File: config.mk
export PLATFORM = sky130hd
export DESIGN_NAME = bin2bcd_seg
export DESIGN_NICKNAME = d
export VERILOG_FILES = /design/src/rtl/bin2bcd_seg.sv
export SDC_FILE = /design/constraint.sdc
export NUM_CORES = 1
export LEC_CHECK = 0
export BUFFER_PORTS_ARGS = -buffer_cell sky130_fd_sc_hd__buf_4
export CAP_MARGIN = 20
export CORE_ASPECT_RATIO = 2
export CORE_MARGIN = 1.5
export CORE_UTILIZATION = 50
export DETAILED_ROUTE_END_ITERATION = 8
export GPL_TIMING_DRIVEN = 0
export PLACE_DENSITY = 0.82
export SYNTH_ARGS = -nofsm -noshare
export SYNTH_HDL_FRONTEND = slang
export SYNTH_SLANG_ARGS = --single-unit
File: constraint.sdc
create_clock -name sys_clk -period 3.1 [get_ports sys_clk]
set_clock_uncertainty 0.05 [all_clocks]
set_input_delay 0.155 -clock sys_clk [delete_from_list [all_inputs] [get_ports sys_clk]]
set_output_delay 0.155 -clock sys_clk [all_outputs]
set_load 0.03 [all_outputs]
File: src/rtl/bin2bcd_seg.sv
// Sequential double-dabble converter from an unsigned binary sample to a packed
// seven-segment nibble word: prefix symbol on the left, leading zeros blanked.
module bin2bcd_seg #(
  parameter int          BIN_W       = 8,
  parameter int          BCD_DIGITS  = 3,
  parameter logic [3:0]  PREFIX_CODE = 4'hF,
  parameter logic [3:0]  BLANK_CODE  = 4'hA
) (
  input  logic              sys_clk,
  input  logic              sys_rst_n,
  input  logic [BIN_W-1:0]  bin_data,
  input  logic              bin_vld,
  output logic              busy,
  output logic [31:0]       seg_val,
  output logic              seg_val_vld
);

  localparam int BCD_W = 4 * BCD_DIGITS;
  localparam int CNT_W = (BIN_W > 1) ? $clog2(BIN_W) : 1;
  localparam longint unsigned MAX_BIN   = (64'd1 << BIN_W) - 64'd1;
  localparam longint unsigned DEC_RANGE = 64'd10 ** BCD_DIGITS;
  localparam logic [31:0] SEG_RST = {PREFIX_CODE, {7{BLANK_CODE}}};

  if (BIN_W < 1 || BIN_W > 23 || BCD_DIGITS < 1 || BCD_DIGITS > 7 || DEC_RANGE <= MAX_BIN) begin : g_bad_cfg
    $error("bin2bcd_seg: BCD_DIGITS too small for BIN_W, or parameter out of range");
  end

  typedef enum logic [1:0] {IDLE, SHIFT, FMT, OUT} state_t;

  state_t               state_r, state_nxt_s;
  logic [BIN_W-1:0]     bin_r;
  logic [BCD_W-1:0]     bcd_r;
  logic [BCD_W-1:0]     adj_s;
  logic [CNT_W-1:0]     cnt_r;
  logic [31:0]          stage_r;
  logic [31:0]          fmt_s;
  logic [27:0]          ext_s;
  logic                 lead_s;

  // Double-dabble correction: every nibble >= 5 gets +3 before the shift.
  function automatic logic [BCD_W-1:0] add3(input logic [BCD_W-1:0] bcd);
    logic [BCD_W-1:0] res;
    res = bcd;
    for (int i = 0; i < BCD_DIGITS; i++) begin
      if (bcd[4*i +: 4] >= 4'd5) begin
        res[4*i +: 4] = bcd[4*i +: 4] + 4'd3;
      end else begin
        res[4*i +: 4] = bcd[4*i +: 4];
      end
    end
    return res;
  endfunction

  assign adj_s = add3(bcd_r);

  // State register
  always_ff @(posedge sys_clk or negedge sys_rst_n) begin
    if (!sys_rst_n) begin
      state_r <= IDLE;
    end else begin
      state_r <= state_nxt_s;
    end
  end

  // Next-state logic
  always_comb begin
    state_nxt_s = state_r;
    case (state_r)
      IDLE:    if (bin_vld) state_nxt_s = SHIFT; else state_nxt_s = IDLE;
      SHIFT:   if (cnt_r == {CNT_W{1'b0}}) state_nxt_s = FMT; else state_nxt_s = SHIFT;
      FMT:     state_nxt_s = OUT;
      OUT:     state_nxt_s = IDLE;
      default: state_nxt_s = IDLE;
    endcase
  end

  // Leading-zero blanking, scanning from the top digit; digit 0 always shows
  always_comb begin
    ext_s = 28'd0;
    ext_s[BCD_W-1:0] = bcd_r;
    lead_s = 1'b1;
    fmt_s = {PREFIX_CODE, 28'd0};
    for (int i = 6; i >= 0; i--) begin
      if (i >= BCD_DIGITS) begin
        fmt_s[4*i +: 4] = BLANK_CODE;
      end else if (lead_s && (i != 0) && (ext_s[4*i +: 4] == 4'd0)) begin
        fmt_s[4*i +: 4] = BLANK_CODE;
      end else begin
        lead_s = 1'b0;
        fmt_s[4*i +: 4] = ext_s[4*i +: 4];
      end
    end
  end

  // Datapath and registered outputs
  always_ff @(posedge sys_clk or negedge sys_rst_n) begin
    if (!sys_rst_n) begin
      bin_r       <= {BIN_W{1'b0}};
      bcd_r       <= {BCD_W{1'b0}};
      cnt_r       <= {CNT_W{1'b0}};
      stage_r     <= SEG_RST;
      seg_val     <= SEG_RST;
      seg_val_vld <= 1'b0;
      busy        <= 1'b0;
    end else begin
      seg_val_vld <= 1'b0;
      case (state_r)
        IDLE: begin
          if (bin_vld) begin
            bin_r <= bin_data;
            bcd_r <= {BCD_W{1'b0}};
            cnt_r <= CNT_W'(BIN_W - 1);
            busy  <= 1'b1;
          end
        end
        SHIFT: begin
          {bcd_r, bin_r} <= {adj_s[BCD_W-2:0], bin_r, 1'b0};
          if (cnt_r != {CNT_W{1'b0}}) cnt_r <= cnt_r - 1'b1;
        end
        FMT: stage_r <= fmt_s;
        OUT: begin
          seg_val     <= stage_r;
          seg_val_vld <= 1'b1;
          busy        <= 1'b0;
        end
        default: busy <= 1'b0;
      endcase
    end
  end

endmodule

Word-level counts from Yosys, hierarchy flattened. Index checks and enable logic that the tools add are counted.

Multiplexer cells: 19. $mul: 0. Order comparisons: 3. Add/sub/neg operators: 4. Div/mod/pow operators: 0. Eq/ne operators: 5. Reductions and logical operators: 11. Bitwise logic cells: 0. Shifts and indexed selects: 0.

Operators by type and width (count): $pmux 12 s2 (1); $mux 4 (4); $pmux 8 s2 (1); $ge 4x3->1 const B (3); $mux 12 (1); $mux 3 (3); $add 4x2->4 const B (2); $logic_not 4->1 (2); $mux 8 (1); $pmux 2 s4 (1); $pmux 3 s2 (1); $eq 2x2->1 const B (2); $mux 1 (4); $ne 2x2->1 const B (2); $reduce_and 2->1 (2); $reduce_bool 2->1 (2); $add 3x2->3 const B (1); $logic_not 3->1 (1); $reduce_and 3->1 (1); $reduce_bool 3->1 (1); $sub 3x1->3 const B (1); $eq 2x1->1 const B (1); $logic_not 2->1 (1); $mux 2 (1); other kinds (2) (2).

Bits in registers: 51. Output and inout port bits: 34. Input port bits: 11. Latch bits: 0. Memory bits (read-only): 0. Memory bits (writable): 0. Word-level logic and storage cells: 50. Memories: 0.

Depth between registers and ports, before layout. Gate-level depths: netlist (run 1).

Depth after elaboration: 4. Mapped depth: 6. Mapped depth without buffers: 6.

Worst setup path after synthesis (run 1). OpenSTA, ideal clock, no wires.

Kind: register to register. Start point: register bcd_r[8]. End point: register stage_r[5]. Required time: 2.981 ns. Path buffers: 0. Data arrival time: 1.552 ns. Library setup time: 0.069 ns. Period minus slack after synthesis: 1.671 ns. Stages on the path, launching flop included: 7. Path slack: 1.429 ns. Cell sequence: dfrtp_1 > inv_1 > ha_1 > or3b_4 > nor4b_4 > nor2_1 > o21ai_2.

Longest elaborated chain between the ends: 4.

RTL lines: from (decl) (RTL line 32) `logic [BCD_W-1:0] bcd_r;`; from (signal assigned) (RTL line 99) `bcd_r <= {BCD_W{1'b0}};`; from (signal assigned) (RTL line 111) `bcd_r <= {BCD_W{1'b0}};`; from (signal assigned) (RTL line 117) `{bcd_r, bin_r} <= {adj_s[BCD_W-2:0], bin_r, 1'b0};`; $logic_not 4->1 (RTL line 86) `end else if (lead_s && (i != 0) && (ext_s[4*i +: 4] == 4'd0)) begin`; $mux 1 (RTL line 86); $logic_and 1x1->1 (RTL line 86); $mux 4 (RTL line 86); to (signal assigned) (RTL line 120) `FMT: stage_r <= fmt_s;`; to (decl) (RTL line 35) `logic [31:0] stage_r;`.

Every way passes these cells. A chain may end at the register's enable or synchronous reset.

Worst setup path after layout (run 1).
Start point: register bcd_r[8]. End point: register stage_r[7].

The elaborated chain is that of the path after synthesis.

==> metrics.md, run 1 <==
| Metric | Value |
|---|---|
| Outcome | `complete, no violations` |
| Max-cap violations | `0` |
| DP Wirelength | `3366 um` |
| Stage delay of the slowest cell on the critical path | `0.43 ns` |
| H-tree Lvls | `2` |
| Vias per std cell | `5.170` |
| Port bufs | `24` |
| Unrepaired setup endpoints after global routing | `false` |
| Worst Path Max Fanout | `5` |
| Antenna diodes | `0` |
| Min Tclk post-route | `1.827 ns` |
| Mean instance size in the synthesized netlist | `10.73 sq um` |
| DR DRC count | `0` |
| Initial DRC count | `27` |
| Final Cycle Share | `0.5895` |
| Number of endpoints with negative hold slack in the final report | `0` |
| Unique masters post-synth | `34` |
| First-pass GRT wire length | `7548 um` |
| Ys Warns | `0` |
| P per Cell Area | `966.0 mW/mm^2` |
| ANT nets after route | `0` |
| Arrival time at the worst endpoint | `2.02 ns` |
| Hold WC Path Type | `in -> reg` |
| Max transition margin | `0.5819` |
| Total Routing Usage GR | `0.1881` |
| TritonCTS clock tree | `yes` |
| Number of antenna violations at the first check in global routing | `0` |
| Peak supply drop | `620.8 uV` |
| Count of non-filler cells in the finished layout | `342` |
| Top library cells by usage in the layout, fill and taps aside | `44 x buf_4, 39 x dfrtp_1, 27 x nand2_1` |
| Placement Rows | `36` |
| Die Outline Area | `0.005480 sq mm` |
| Final routed wire length divided by cell count | `13.28 um` |
| Number of global-route vias before repair | `1,671` |
| Post-Route Setup TNS | `0 ns` |
| Area overhead of the layout relative to synthesis | `17.80%` |
| Layout cells sized above 1 | `0.3193` |
| Effective utilization at floorplan | `0.5159` |
| Total power draw | `2.856 mW` |
| Total wirelength of the detailed-routed design | `4542 um` |
| R2R setup slack | `1.27 ns` |
| Clock buffer depth | `2` |
| Clock root buffer master | `clkbuf_8` |
| Clock-pin transition on the worst setup and hold timing paths | `0.09 ns` |
| Final Core Density | `0.6078` |
| Critical path capture point type | `register` |
| Die outline width | `53.10 um` |
| TritonRoute pass-1 iters | `4` |
| Number of clock sinks | `51` |
| Cell count after synthesis | `234` |
| Slew at the pin closest to its max-slew limit | `0.6272 ns` |
| Core region area | `0.004865 sq mm` |
| Total of endpoints with negative setup slack in the final report | `0` |
| Clock latency on the worst-skew pair | `0.30 ns` |
| Startpoint Class | `register` |
| Critical-path top delay cell | `or3b_4` |
| Ports placed on the boundary | `45` |
| RD Place Congestion | `0.7844` |
| Seq/Total Area, Yosys | `0.5145` |
| Post-synthesis sequential element count | `51` |
| Max-slew violation total from the final report | `0` |
| Crit path cell chain | `inv_1 -> ha_1 -> or3b_4 -> nor4b_4 -> nor2_1 -> o21ai_2` |
| Fmax | `0.5472 GHz` |
| Leakage Power | `1.468 nW` |
| Placed Cells | `333` |
| Post-Syn Area | `0.002510 sq mm` |
| WS Path Type | `reg -> reg` |
| Clock buffers created by TritonCTS | `5` |
| Number of nets in the final layout | `304` |
| Most common cell after layout, fill and taps aside | `buf_4` |
| Die Y | `103.2 um` |
| Worst EP required | `3.29 ns` |
| Pin count of the biggest net entering global routing | `52` |
| GR Overflow Total | `0` |
| Number of vias in the routed layout | `1,768` |
[power breakdown]
part,internal (mW),total (mW),leakage [nW],switching (mW)
registers,0.958,1.13,0.621,0.177
logic,0.543,1.25,0.785,0.708
clock network,0.261,0.471,0.0612,0.210
[final timing paths]
path | startpoint | to | cells past startpoint
min in group asynchronous | sys_rst_n | seg_val_vld$_DFF_PN0_ | 2
setup / recovery | bcd_r[8]$_DFFE_PN0P_ | stage_r[7]$_DFFE_PN1P_ | 6
max in group asynchronous | sys_rst_n | seg_val[6]$_DFFE_PN0P_ | 2
setup reg to reg | bcd_r[8]$_DFFE_PN0P_ | stage_r[7]$_DFFE_PN1P_ | 6
hold reg to reg | stage_r[5]$_DFFE_PN1P_ | stage_r[5]$_DFFE_PN1P_ | 2
hold / removal | bin_data[2] | bin_r[2]$_DFFE_PN0P_ | 3
[flip-flops by register name (all words and copies together) (netlist names), named ones only]
| signal | flops |
|---|---|
| bcd_r | 12 |
| stage_r | 12 |
| seg_val | 12 |
| seg_val_vld | 1 |
| busy | 1 |
| bin_r | 8 |
| state_r | 1 |
| cnt_r | 3 |
[logic make-up (layout without fill, tap and decap cells)]
| family | count (synthesis) | after routing | share of synthesized area |
|---|---|---|---|
| flops | 51 | 51 | 0.5145 |
| xor+xnor | 3 | 3 | 0.01047 |
| buf+inv | 41 | 74 | 0.1002 |
| fa+ha+maj | 9 | 9 | 0.04487 |
| simple gates | 57 | 57 | 0.1087 |
| mux | 18 | 18 | 0.07926 |
| compound gates | 53 | 53 | 0.1391 |
| other cells | 2 | 20 | 0.002992 |
[layout make-up]
cell class | count | area, sq um
Buffer | 30 | 210.2
Inverter | 11 | 41.29
Sequential cell | 51 | 1291
Clock buffer | 6 | 82.58
Tap cell | 57 | 71.32
Multi-Input combinational cell | 160 | 1035
Clock inverter | 2 | 35.03
Timing Repair Buffer | 25 | 190.2
Fill cell | 395 | 1908
[cell usage after synthesis]
cell      count  share of area
dfrtp_1      39           0.39
nand2_1      27          0.040
buf_4        20          0.060
nor2_1       16          0.024
mux2_2       15          0.067
dfstp_2      12           0.13
inv_1        11          0.016
o21ai_0      11          0.022
a21oi_1       9          0.018
ha_1          9          0.045
a31oi_1       7          0.017
buf_2         6          0.012
nand2b_1      6          0.015
o22ai_1       6          0.015
nor2b_1       5          0.012
a22o_1        4          0.014
o31ai_1       4          0.012
a32o_1        3          0.012
mux2i_1       3          0.012
xnor2_1       3          0.010
a22oi_1       2         0.0060
buf_6         2         0.0090
conb_1        2         0.0030
o21ai_2       2         0.0070
a21o_1        1         0.0030
a32oi_1       1         0.0035
buf_1         1         0.0015
clkbuf_1      1         0.0015
nor3b_1       1         0.0030
nor4b_4       1         0.0095
o211ai_1      1         0.0030
o21bai_1      1         0.0030
o311ai_0      1         0.0035
or3b_4        1         0.0045
[metrics by stage]
step           hold WS, ns  setup WS (ns)  cell area, sq um
2_1_floorplan      -0.1906          1.429              2577
3_3_place_gp        0.1621          1.316              2829
3_5_place_dp        0.1651          1.291              2829
4_1_cts            0.04864          1.260              2957
5_1_grt            0.06490          1.179              2957
6_report           0.05394          1.273              2957
[repair_timing]
item                       CTS  global route
hold buffers                 1             0
setup endpoints to repair    0             0
setup buffers                0             0
resized for setup            0             0
hold endpoints to repair    39             0
[worst max-delay path, delay by kind of cell (launching register included)]
| family | cells | cell delay, ns |
|---|---|---|
| fa+ha+maj | 1 | 0.24 |
| buf+inv | 1 | 0.12 |
| flops | 1 | 0.41 |
| compound gates | 1 | 0.12 |
| simple gates | 3 | 0.83 |
[routing by layer]
layer,vias up,GRT usage,share of wire
li1,867,-,-
met1,848,0.2025,0.37
met2,44,0.3481,0.57
met3,9,0.03161,0.036
met4,0,0.08087,0.024
met5,-,0,0
Note: power is estimated with default switching activity, not from simulation.
==> run 2: changes to the inputs <==
Settings changed: PLACE_DENSITY 0.82 to 0.85.
Clock period 3.1 ns to 1.64 ns, I/O delays scaled along.
==> run 2 against run 1 <==
The run now ends with hold timing, setup timing left. Cell area grew 3.6%. Global-route usage grew 0.66 points. Critical endpoint unchanged. Register-to-register slack lost 1.3 ns. Maximum frequency grew 11%. Highest routed layer unchanged. Die area is the same. Setup slack lost 1.3 ns. Worst hold slack lost 0.056 ns. Utilization grew 2.2 points. Combinational power grew 110%.
==> metrics.md, run 2 (same netlist as run 1, synthesis figures left out) <==
| Metric | Value |
|---|---|
| Number of vias in the routed layout | `1,831` |
| Core region area | `0.004865 sq mm` |
| Initial DRC count | `41` |
| Filler Cells Inserted | `403` |
| Number of nets in the final layout | `312` |
| Total power draw | `5.561 mW` |
| Clock buffer depth | `2` |
| Total Routing Usage GR | `0.1947` |
| Max-cap violations | `0` |
| Die outline width | `53.10 um` |
| Fmax | `0.6062 GHz` |
| Number of antenna violations at the first check in global routing | `0` |
| Final Cycle Share | `1.006` |
| Internal power | `3.325 mW` |
| Arrival time at the worst endpoint | `1.84 ns` |
| Most common cell after layout, fill and taps aside | `buf_4` |
| Power share of the sequential group | `0.393` |
| Clock root buffer master | `clkbuf_8` |
| Max-slew violation total from the final report | `0` |
| ANT nets after route | `0` |
| Final hold slack | `-0.001837 ns` |
| Min Tclk post-route | `1.650 ns` |
| Leakage Power | `1.504 nW` |
| Worst Path Max Fanout | `3` |
| Critical path capture point type | `register` |
| DP Wirelength | `3443 um` |
| Clock-pin transition on the worst setup and hold timing paths | `0.09 ns` |
| Ports placed on the boundary | `45` |
| Max transition margin | `0.5851` |
| Area overhead of the layout relative to synthesis | `22.03%` |
| Slew at the pin closest to its max-slew limit | `0.6223 ns` |
| Port bufs | `24` |
| Hold WC Path Type | `in -> reg` |
| Peak supply drop | `1014 uV` |
| Sw Ratio | `0.4021` |
| Portion of total power attributed to the clock network | `0.137` |
| TritonRoute pass-1 iters | `4` |
| Number of global-route vias before repair | `1,727` |
| RD Place Congestion | `0.7994` |
| Placement Rows | `36` |
| Vias per std cell | `5.231` |
| TritonCTS clock tree | `yes` |
| H-tree Lvls | `2` |
| Final Core Density | `0.6296` |
| Number of clock sinks | `51` |
| Antenna diodes | `0` |
| Number of endpoints with negative hold slack in the final report | `3` |
| Pin count of the biggest net entering global routing | `52` |
| Post-route worst setup slack | `-0.009530 ns` |
| Regs by FF count | `bcd_r: 12 flops, seg_val: 12 flops, stage_r: 12 flops` |
| Total wirelength of the detailed-routed design | `4941 um` |
| Outcome | `complete, but fails checks` |
| Switching Power | `2.236 mW` |
| Total of endpoints with negative setup slack in the final report | `1` |
| Clock latency on the worst-skew pair | `0.30 ns` |
| Clock buffers created by TritonCTS | `5` |
| Combinational share of power | `0.471` |
| DR DRC count | `0` |
| Die Outline Area | `0.005480 sq mm` |
| Worst hold path depth | `3` |
| Worst-case reg-to-reg path depth | `6` |
| Final routed wire length divided by cell count | `14.12 um` |
| Die Y | `103.2 um` |
| P per Cell Area | `1816 mW/mm^2` |
| WS Path Type | `reg -> reg` |
| Worst EP required | `1.84 ns` |
| Top library cells by usage in the layout, fill and taps aside | `49 x buf_4, 39 x dfrtp_1, 27 x nand2_1` |
| First-pass GRT wire length | `7824 um` |
| Violations in the final reports | `hold timing, setup timing` |
| Unrepaired setup endpoints after global routing | `true` |
| Startpoint Class | `register` |
| Effective utilization at floorplan | `0.5159` |
| Layout cells sized above 1 | `0.3652` |
| GR Overflow Total | `0` |
[run 2: layout make-up]
type / instances / area [sq um] / area share
buffer: 30 / 216.5 / 0.07067
clock buffer: 6 / 82.58 / 0.02696
clock inverter: 2 / 16.27 / 0.005310
inverter: 11 / 41.29 / 0.01348
multi-input combinational: 160 / 1086 / 0.3546
sequential: 51 / 1291 / 0.4216
tap: 57 / 71.32 / 0.02328
timing repair buffer: 33 / 257.7 / 0.08415
[run 2: metal layers]
layer	GRT usage	up-vias	part of all wire
li1	-	880	-
met1	0.2029	882	0.36
met2	0.3673	57	0.58
met3	0.03879	12	0.039
met4	0.07495	0	0.026
met5	0	-	0
[run 2: worst max-delay path, stage by stage (launching register included)]
cell,delay (ns)
dfrtp_1,0.40
inv_2,0.09
ha_4,0.12
or3b_4,0.40
nor4b_4,0.30
nor2_1,0.10
o21ai_2,0.13
[run 2: path summary, 6_finish.rpt]
| check | startpoint | slack [ns] | to |
|---|---|---|---|
| max in group asynchronous | sys_rst_n | 0.84 | bcd_r[2]$_DFFE_PN0P_ |
| min in group asynchronous | sys_rst_n | 0.28 | cnt_r[2]$_DFFE_PN0P_ |
| worst min-delay path | bin_data[1] | -0.002 | bin_r[1]$_DFFE_PN0P_ |
| worst max register to register | bcd_r[8]$_DFFE_PN0P_ | -0.01 | stage_r[7]$_DFFE_PN1P_ |
| worst max-delay path | bcd_r[8]$_DFFE_PN0P_ | -0.01 | stage_r[7]$_DFFE_PN1P_ |
| worst min register to register | stage_r[5]$_DFFE_PN1P_ | 0.42 | stage_r[5]$_DFFE_PN1P_ |
[run 2: timing repair]
| action | CTS | global route |
|---|---|---|
| pin swaps | 2 | 4 |
| gates resized for setup | 4 | 12 |
| endpoints found under the setup margin | 4 | 22 |
| setup buffers | 4 | 1 |
| hold buffers | 4 | 0 |
| gates cloned | 0 | 0 |
| hold endpoints to repair | 42 | 0 |
[run 2: power by group through the flow]
stage / registers [mW] / clock network, mW / logic [mW]
2_1_floorplan: 2.31 / 0 / 1.59
3_3_place_gp: 2.14 / 0 / 2.27
3_5_place_dp: 2.18 / 0 / 2.37
4_1_cts: 2.16 / 0.765 / 2.50
5_1_grt: 2.25 / 0.823 / 2.89
6_report: 2.18 / 0.761 / 2.62
[run 2: per-stage QoR]
step / cells / TNS [ns] / instance area, sq um / setup slack, ns
2_1_floorplan: 252 / 0 / 2580 / 0.02249
3_3_place_gp: 333 / -0.1980 / 2831 / -0.07910
3_5_place_dp: 333 / -0.3024 / 2831 / -0.1137
4_1_cts: 349 / -0.001711 / 3014 / -0.001711
6_report: 350 / -0.009530 / 3063 / -0.009530
5_1_grt: 350 / -0.1470 / 3063 / -0.08002
